## src/rtl/code_lock_ctrl.sv

```systemverilog
// Code lock controller: debounced ENTER/CLOSE keys, parametrised secret code,
// failed-attempt counting, auto-relock timeout and lockout after repeated failures.

// Single-key debouncer: 2-flop synchroniser, stability counter, falling-edge press pulse.
module code_lock_deb #(
    parameter int DEB_W = 18
) (
    input  logic clk,
    input  logic rst,
    input  logic key_n,
    output logic press
);

    logic             s1;
    logic             s2;
    logic             stable;
    logic             stable_prev;
    logic [DEB_W-1:0] cnt;

    // Synchronise the raw key into the clock domain; idle level is high.
    always_ff @(posedge clk or posedge rst) begin
        if (rst) begin
            s1 <= 1'b1;
            s2 <= 1'b1;
        end else begin
            s1 <= key_n;
            s2 <= s1;
        end
    end

    // Accept a new level only after it has differed from stable for 2^DEB_W cycles.
    always_ff @(posedge clk or posedge rst) begin
        if (rst) begin
            stable      <= 1'b1;
            stable_prev <= 1'b1;
            cnt         <= '0;
        end else begin
            stable_prev <= stable;
            if (s2 != stable) begin
                if (&cnt) begin
                    stable <= s2;
                    cnt    <= '0;
                end else begin
                    cnt <= cnt + 1'b1;
                end
            end else begin
                cnt <= '0;
            end
        end
    end

    // One-cycle pulse on each accepted high-to-low transition.
    assign press = stable_prev & ~stable;

endmodule

module code_lock_ctrl #(
    parameter int                  CODE_W       = 4,
    parameter logic [CODE_W-1:0]   CODE         = 4'b0111,
    parameter int                  DEB_W        = 18,
    parameter int                  MAX_TRIES    = 3,
    parameter logic [23:0]         OPEN_CYCLES  = 24'd12_000_000,
    parameter logic [23:0]         ALARM_CYCLES = 24'd6_000_000,
    parameter logic [27:0]         LOCK_CYCLES  = 28'd120_000_000
) (
    input  logic              clk,
    input  logic              rst,
    input  logic [CODE_W-1:0] code,
    input  logic [1:0]        key_n,
    output logic              led_open_n,
    output logic              led_alarm_n,
    output logic              led_lock_n,
    output logic [3:0]        fail_cnt,
    output logic [1:0]        state
);

    typedef enum logic [1:0] {
        ST_IDLE    = 2'd0,
        ST_OPEN    = 2'd1,
        ST_ALARM   = 2'd2,
        ST_LOCKOUT = 2'd3
    } st_t;

    // Timer only ever needs to reach the largest *_CYCLES value minus one.
    localparam int unsigned OPEN_I  = 32'(OPEN_CYCLES);
    localparam int unsigned ALARM_I = 32'(ALARM_CYCLES);
    localparam int unsigned LOCK_I  = 32'(LOCK_CYCLES);
    localparam int unsigned MAX_OA  = (OPEN_I > ALARM_I) ? OPEN_I : ALARM_I;
    localparam int unsigned MAX_I   = (MAX_OA > LOCK_I) ? MAX_OA : LOCK_I;
    localparam int          TW      = (MAX_I < 2) ? 1 : $clog2(MAX_I);

    localparam logic [TW-1:0] OPEN_LAST  = TW'(OPEN_I - 1);
    localparam logic [TW-1:0] ALARM_LAST = TW'(ALARM_I - 1);
    localparam logic [TW-1:0] LOCK_LAST  = TW'(LOCK_I - 1);
    localparam logic [3:0]    MAX_T      = 4'(MAX_TRIES);

    logic [1:0]    press;
    logic          enter_p;
    logic          close_p;
    st_t           st_q;
    st_t           st_nxt;
    logic [3:0]    fail_nxt;
    logic [TW-1:0] timer;
    logic          led_open_nxt;
    logic          led_alarm_nxt;
    logic          led_lock_nxt;

    // One identical debouncer per key: [0]=ENTER, [1]=CLOSE.
    for (genvar k = 0; k < 2; k++) begin : g_deb
        code_lock_deb #(.DEB_W(DEB_W)) u_deb (
            .clk   (clk),
            .rst   (rst),
            .key_n (key_n[k]),
            .press (press[k])
        );
    end

    assign enter_p = press[0];
    assign close_p = press[1];

    // State, attempt counter, shared timer and LED registers all move on the same edge.
    always_ff @(posedge clk or posedge rst) begin
        if (rst) begin
            st_q        <= ST_IDLE;
            fail_cnt    <= 4'd0;
            timer       <= '0;
            led_open_n  <= 1'b1;
            led_alarm_n <= 1'b1;
            led_lock_n  <= 1'b1;
        end else begin
            st_q        <= st_nxt;
            fail_cnt    <= fail_nxt;
            timer       <= (st_nxt != st_q) ? '0 : timer + 1'b1;
            led_open_n  <= led_open_nxt;
            led_alarm_n <= led_alarm_nxt;
            led_lock_n  <= led_lock_nxt;
        end
    end

    // Next state and next failure count; CLOSE is irrelevant in IDLE and wins in OPEN.
    always_comb begin
        st_nxt   = st_q;
        fail_nxt = fail_cnt;
        case (st_q)
            ST_IDLE: begin
                if (enter_p) begin
                    if (code == CODE) begin
                        st_nxt   = ST_OPEN;
                        fail_nxt = 4'd0;
                    end else begin
                        fail_nxt = (fail_cnt < MAX_T) ? fail_cnt + 4'd1 : fail_cnt;
                        st_nxt   = (fail_nxt == MAX_T) ? ST_LOCKOUT : ST_ALARM;
                    end
                end
            end
            ST_OPEN: begin
                if (close_p || (timer == OPEN_LAST)) st_nxt = ST_IDLE;
            end
            ST_ALARM: begin
                if (timer == ALARM_LAST) st_nxt = ST_IDLE;
            end
            ST_LOCKOUT: begin
                if (timer == LOCK_LAST) begin
                    st_nxt   = ST_IDLE;
                    fail_nxt = 4'd0;
                end
            end
            default: st_nxt = ST_IDLE;
        endcase
    end

    // Active-low LED values derived from the upcoming state so they register with it.
    always_comb begin
        led_open_nxt  = (st_nxt != ST_OPEN);
        led_alarm_nxt = !((st_nxt == ST_ALARM) || (st_nxt == ST_LOCKOUT));
        led_lock_nxt  = (st_nxt != ST_LOCKOUT);
    end

    assign state = st_q;

endmodule
```

## config.mk

```make
export PLATFORM = sky130hd
export DESIGN_NAME = code_lock_ctrl
export DESIGN_NICKNAME = d
export VERILOG_FILES = /design/src/rtl/code_lock_ctrl.sv
export SDC_FILE = /design/constraint.sdc
export NUM_CORES = 1
export LEC_CHECK = 0
export ABC_AREA = 0
export BUFFER_PORTS_ARGS = -buffer_cell sky130_fd_sc_hd__buf_2
export CORE_MARGIN = 1
export CORE_UTILIZATION = 61
export DETAILED_ROUTE_END_ITERATION = 8
export PLACE_DENSITY = 0.88
export SYNTH_ARGS = -nofsm -noshare
export SYNTH_HDL_FRONTEND = slang
export SYNTH_SLANG_ARGS = --single-unit
```

## constraint.sdc

```tcl
create_clock -name clk -period 2.8 [get_ports clk]
set_clock_uncertainty 0.1 [all_clocks]
set_input_delay 0.42 -clock clk [delete_from_list [all_inputs] [get_ports clk]]
set_output_delay 0.42 -clock clk [all_outputs]
set_load 0.005 [all_outputs]
```

==> results_dict.tcl <==
set metrics [dict create \
    status "finished clean" \
    cp-end-kind "flop" \
    drt_iter0_markers 206 \
    antenna_found_initial 0 \
    hpwl_mm 5.56 \
    synthMuxAreaShare_pct 0.284 \
    netlist.area_leader.share_pct 43.5 \
    slew-limit-headroom_pct 48.8 \
    fmax_mhz 410 \
    async_flop_share_pct 100 \
    via_per_inst 6.16 \
    leakage_uw 0.00182 \
    finalHoldViolations 0 \
    via_count 3014 \
    grt_pass1_vias 2831 \
    synthSimpleGateAreaFrac_pct 29.1 \
    syn_inst 385 \
    nets 420 \
    totalWireLength_mm 8.25 \
    cts_resized 0 \
    tightest_slew_ns 0.762 \
    first_pass_iters 6 \
    ys_seq_elements 80 \
    drive_gt1_share_pct 17.7 \
    min_period_ns 2.44 \
    cp_max_fo 20 \
    yosysTopAreaCell "dfrtp_1" \
    rrSetupSlack_ns 0.36 \
    cts_setup_buffers 0 \
    cts-htree-levels 3 \
    grt_pass1_wl_mm 13.3 \
    num_antenna_cells 0 \
    cts_buffers 9 \
    synth_area_per_cell_sq_um 10.3 \
    busiest_layer "met2" \
    synth_fa_ha_area_share_pct 1.26 \
    reg2regPathDepth 7 \
    cts_tree "yes" \
    grt_util_met2_pct 42.9 \
    power_density_nw_per_um2 478 \
    vdd_drop_max_uv 382 \
    cts_sinks 80 \
    cp.required_ns 2.94 \
    syn_area_sq_um 3970 \
    crit_path_end "timer[8]" \
    fin_crit_sh_pct 87.0 \
    start_util_pct 62.8 \
    wire_per_inst_microns 16.9 \
    cts_buffer_depth 2 \
    preCtsSetupSlack_ns 0.428 \
    synth.area.top_cells "dfrtp_1 44%, xnor2_1 7.7%, dfstp_2 7.3%" \
    die_h_microns 82.7 \
    cts_root_buf "clkbuf_8" \
    track_usage_pct 26.8 \
    clkLatencyLatePin_ns 0.36 \
    dieArea_sq_um 6830 \
    synth_top_family_by_area "simple AND/OR/NAND/NOR gates" \
    globalplace.congestion 0.909 \
    path_clk_slew_ns 0.08 \
    grtUsageMet3_pct 5.38 \
    pin_count 17 \
    grt_overflow 0 \
    finalSetupViolCount 0 \
    synth_xor_area_share_pct 12.8 \
    syn_to_final_growth_pct 9.37 \
    drcViolationCount 0 \
    coreArea_sq_um 6310 \
    synth-compound-area-share_pct 3.28 \
    postRouteAntennaNets 0 \
    postLayoutSetupSlackWorst_ns 0.364 \
    maxCapViolations 0 \
    reg2reg_to "timer[8]" \
    io_buffers 16 \
    startpoint "timer[0]" \
    rows 29 \
    syn_nets 397 \
    critical_path_class "flop to flop" \
    r2r_start "timer[0]" \
    die_x_microns 82.7 \
    synth.lib_cells_used.distinct 46 \
    cp.arrival_ns 2.57 \
    yosysWarnings 0 \
    grtUsageMet1_pct 35.3 \
    ys_seq_area_share_pct 50.8 \
    synth_edf_count 0 \
    grt_max_degree 38 \
    ctsHoldBuffers 0 \
    totalNegativeSetupSlack_ns 0 \
    rsz0062_at_grt "false" \
    synth_ff_type "dfrtp_1" \
    drv_slew 0 \
    min_path_type "input pin to flop" \
    start_kind "flop" \
]
==> registers in the layout, indices dropped and copies added, names as in the netlist, 2 cells and up <==
name	count
g_deb.u_deb.cnt	36
timer	27
fail_cnt	4
g_deb.u_deb.s1	2
g_deb.u_deb.s2	2
g_deb.u_deb.stable	2
g_deb.u_deb.stable_prev	2
state	2
==> layer usage <==
metal | up-vias | part of all wire, %
li1 | 1396 | -
met1 | 1470 | 42
met2 | 123 | 49
met3 | 25 | 6.6
met4 | 0 | 2.5
met5 | - | 0
==> per-stage QoR <==
step	std cells	total power (uW)	hold slack [ns]	instance area (sq um)	util, %
detailed placement	474	1250	0.248	4140	65.6
finish	489	2070	0.0591	4340	68.7
global placement	474	1250	0.247	4140	65.6
CTS	489	2080	0.0515	4340	68.7
global route	489	2130	0.0530	4340	68.7
floorplan	385	1230	0.245	3970	-
==> logic make-up after synthesis <==
family,count (synthesis)
buf+inv,21
xor+xnor,58
flops,80
compound gates,19
fa+ha+maj,4
simple gates,202
mux,1
==> worst min path at each step <==
stage,slack [ns],end,cells after the start,startpoint
global route,0.05,g_deb[1].u_deb.s1,1,key_n[1]
finish,0.06,g_deb[1].u_deb.s1,1,key_n[1]
floorplan,0.25,g_deb[0].u_deb.s2,0,g_deb[0].u_deb.s1
CTS,0.05,g_deb[1].u_deb.s1,1,key_n[1]
detailed placement,0.25,g_deb[1].u_deb.s2,0,g_deb[1].u_deb.s1
global placement,0.25,g_deb[1].u_deb.s2,0,g_deb[1].u_deb.s1
==> cell type report <==
type                    instances  area [sq um]
flip-flops and latches         80          2020
fillers                       444          1970
multi-input cells             284          1860
repair buffers                 24           140
clock buffers                  10           138
well taps                      77          96.3
clock inverters                 5          57.6
inverters                       9          33.8
==> Yosys cell counts, drive strengths merged (5+ instances only) <==
cell    instances
inv             9
xor2           23
o21ai           5
nor4           27
nor3           13
xnor2          35
a21oi           5
dfstp          11
clkbuf          6
nand3          18
dfrtp          69
buf             6
nand2          30
nand4          14
nor2           56
and3           10
and4           10
==> worst max-delay path, stage by stage, from the launching register on <==
cell	delay, ns
dfrtp_1	0.41
ha_1	0.23
and3_1	0.30
and4_1	0.32
a31oi_1	0.32
a211oi_2	0.06
buf_4	0.24
nor4_1	0.34
==> power breakdown <==
group | internal (uW) | total [uW] | switching (uW)
Combinational | 15.1 | 53.4 | 38.3
Sequential | 1170 | 1180 | 9.23
Clock | 429 | 844 | 415
Total | 1610 | 2070 | 463
==> cell usage in the layout, fill, tap and decap left out, types with 2 or more instances in the layout <==
| cell type | n |
|---|---|
| nor3_1 | 12 |
| and4_1 | 10 |
| nand3_1 | 18 |
| or4bb_1 | 2 |
| nand4_1 | 13 |
| clkbuf_8 | 10 |
| nand2b_1 | 2 |
| nor4_1 | 18 |
| a21oi_1 | 4 |
| ha_1 | 4 |
| nor2b_2 | 2 |
| o21ai_0 | 4 |
| nand2_1 | 30 |
| nor2_1 | 56 |
| nor4_2 | 9 |
| buf_4 | 8 |
| inv_1 | 8 |
| xnor2_1 | 35 |
| clkinvlp_4 | 3 |
| or2_2 | 2 |
| xor2_1 | 23 |
| and3_1 | 10 |
| nand4b_1 | 3 |
| or3_1 | 4 |
| o21a_1 | 2 |
| buf_2 | 16 |
| nor4b_2 | 2 |
| dfstp_2 | 11 |
| dfrtp_1 | 69 |
| and2_1 | 3 |
No activity file was read; power rests on OpenSTA's default activity.
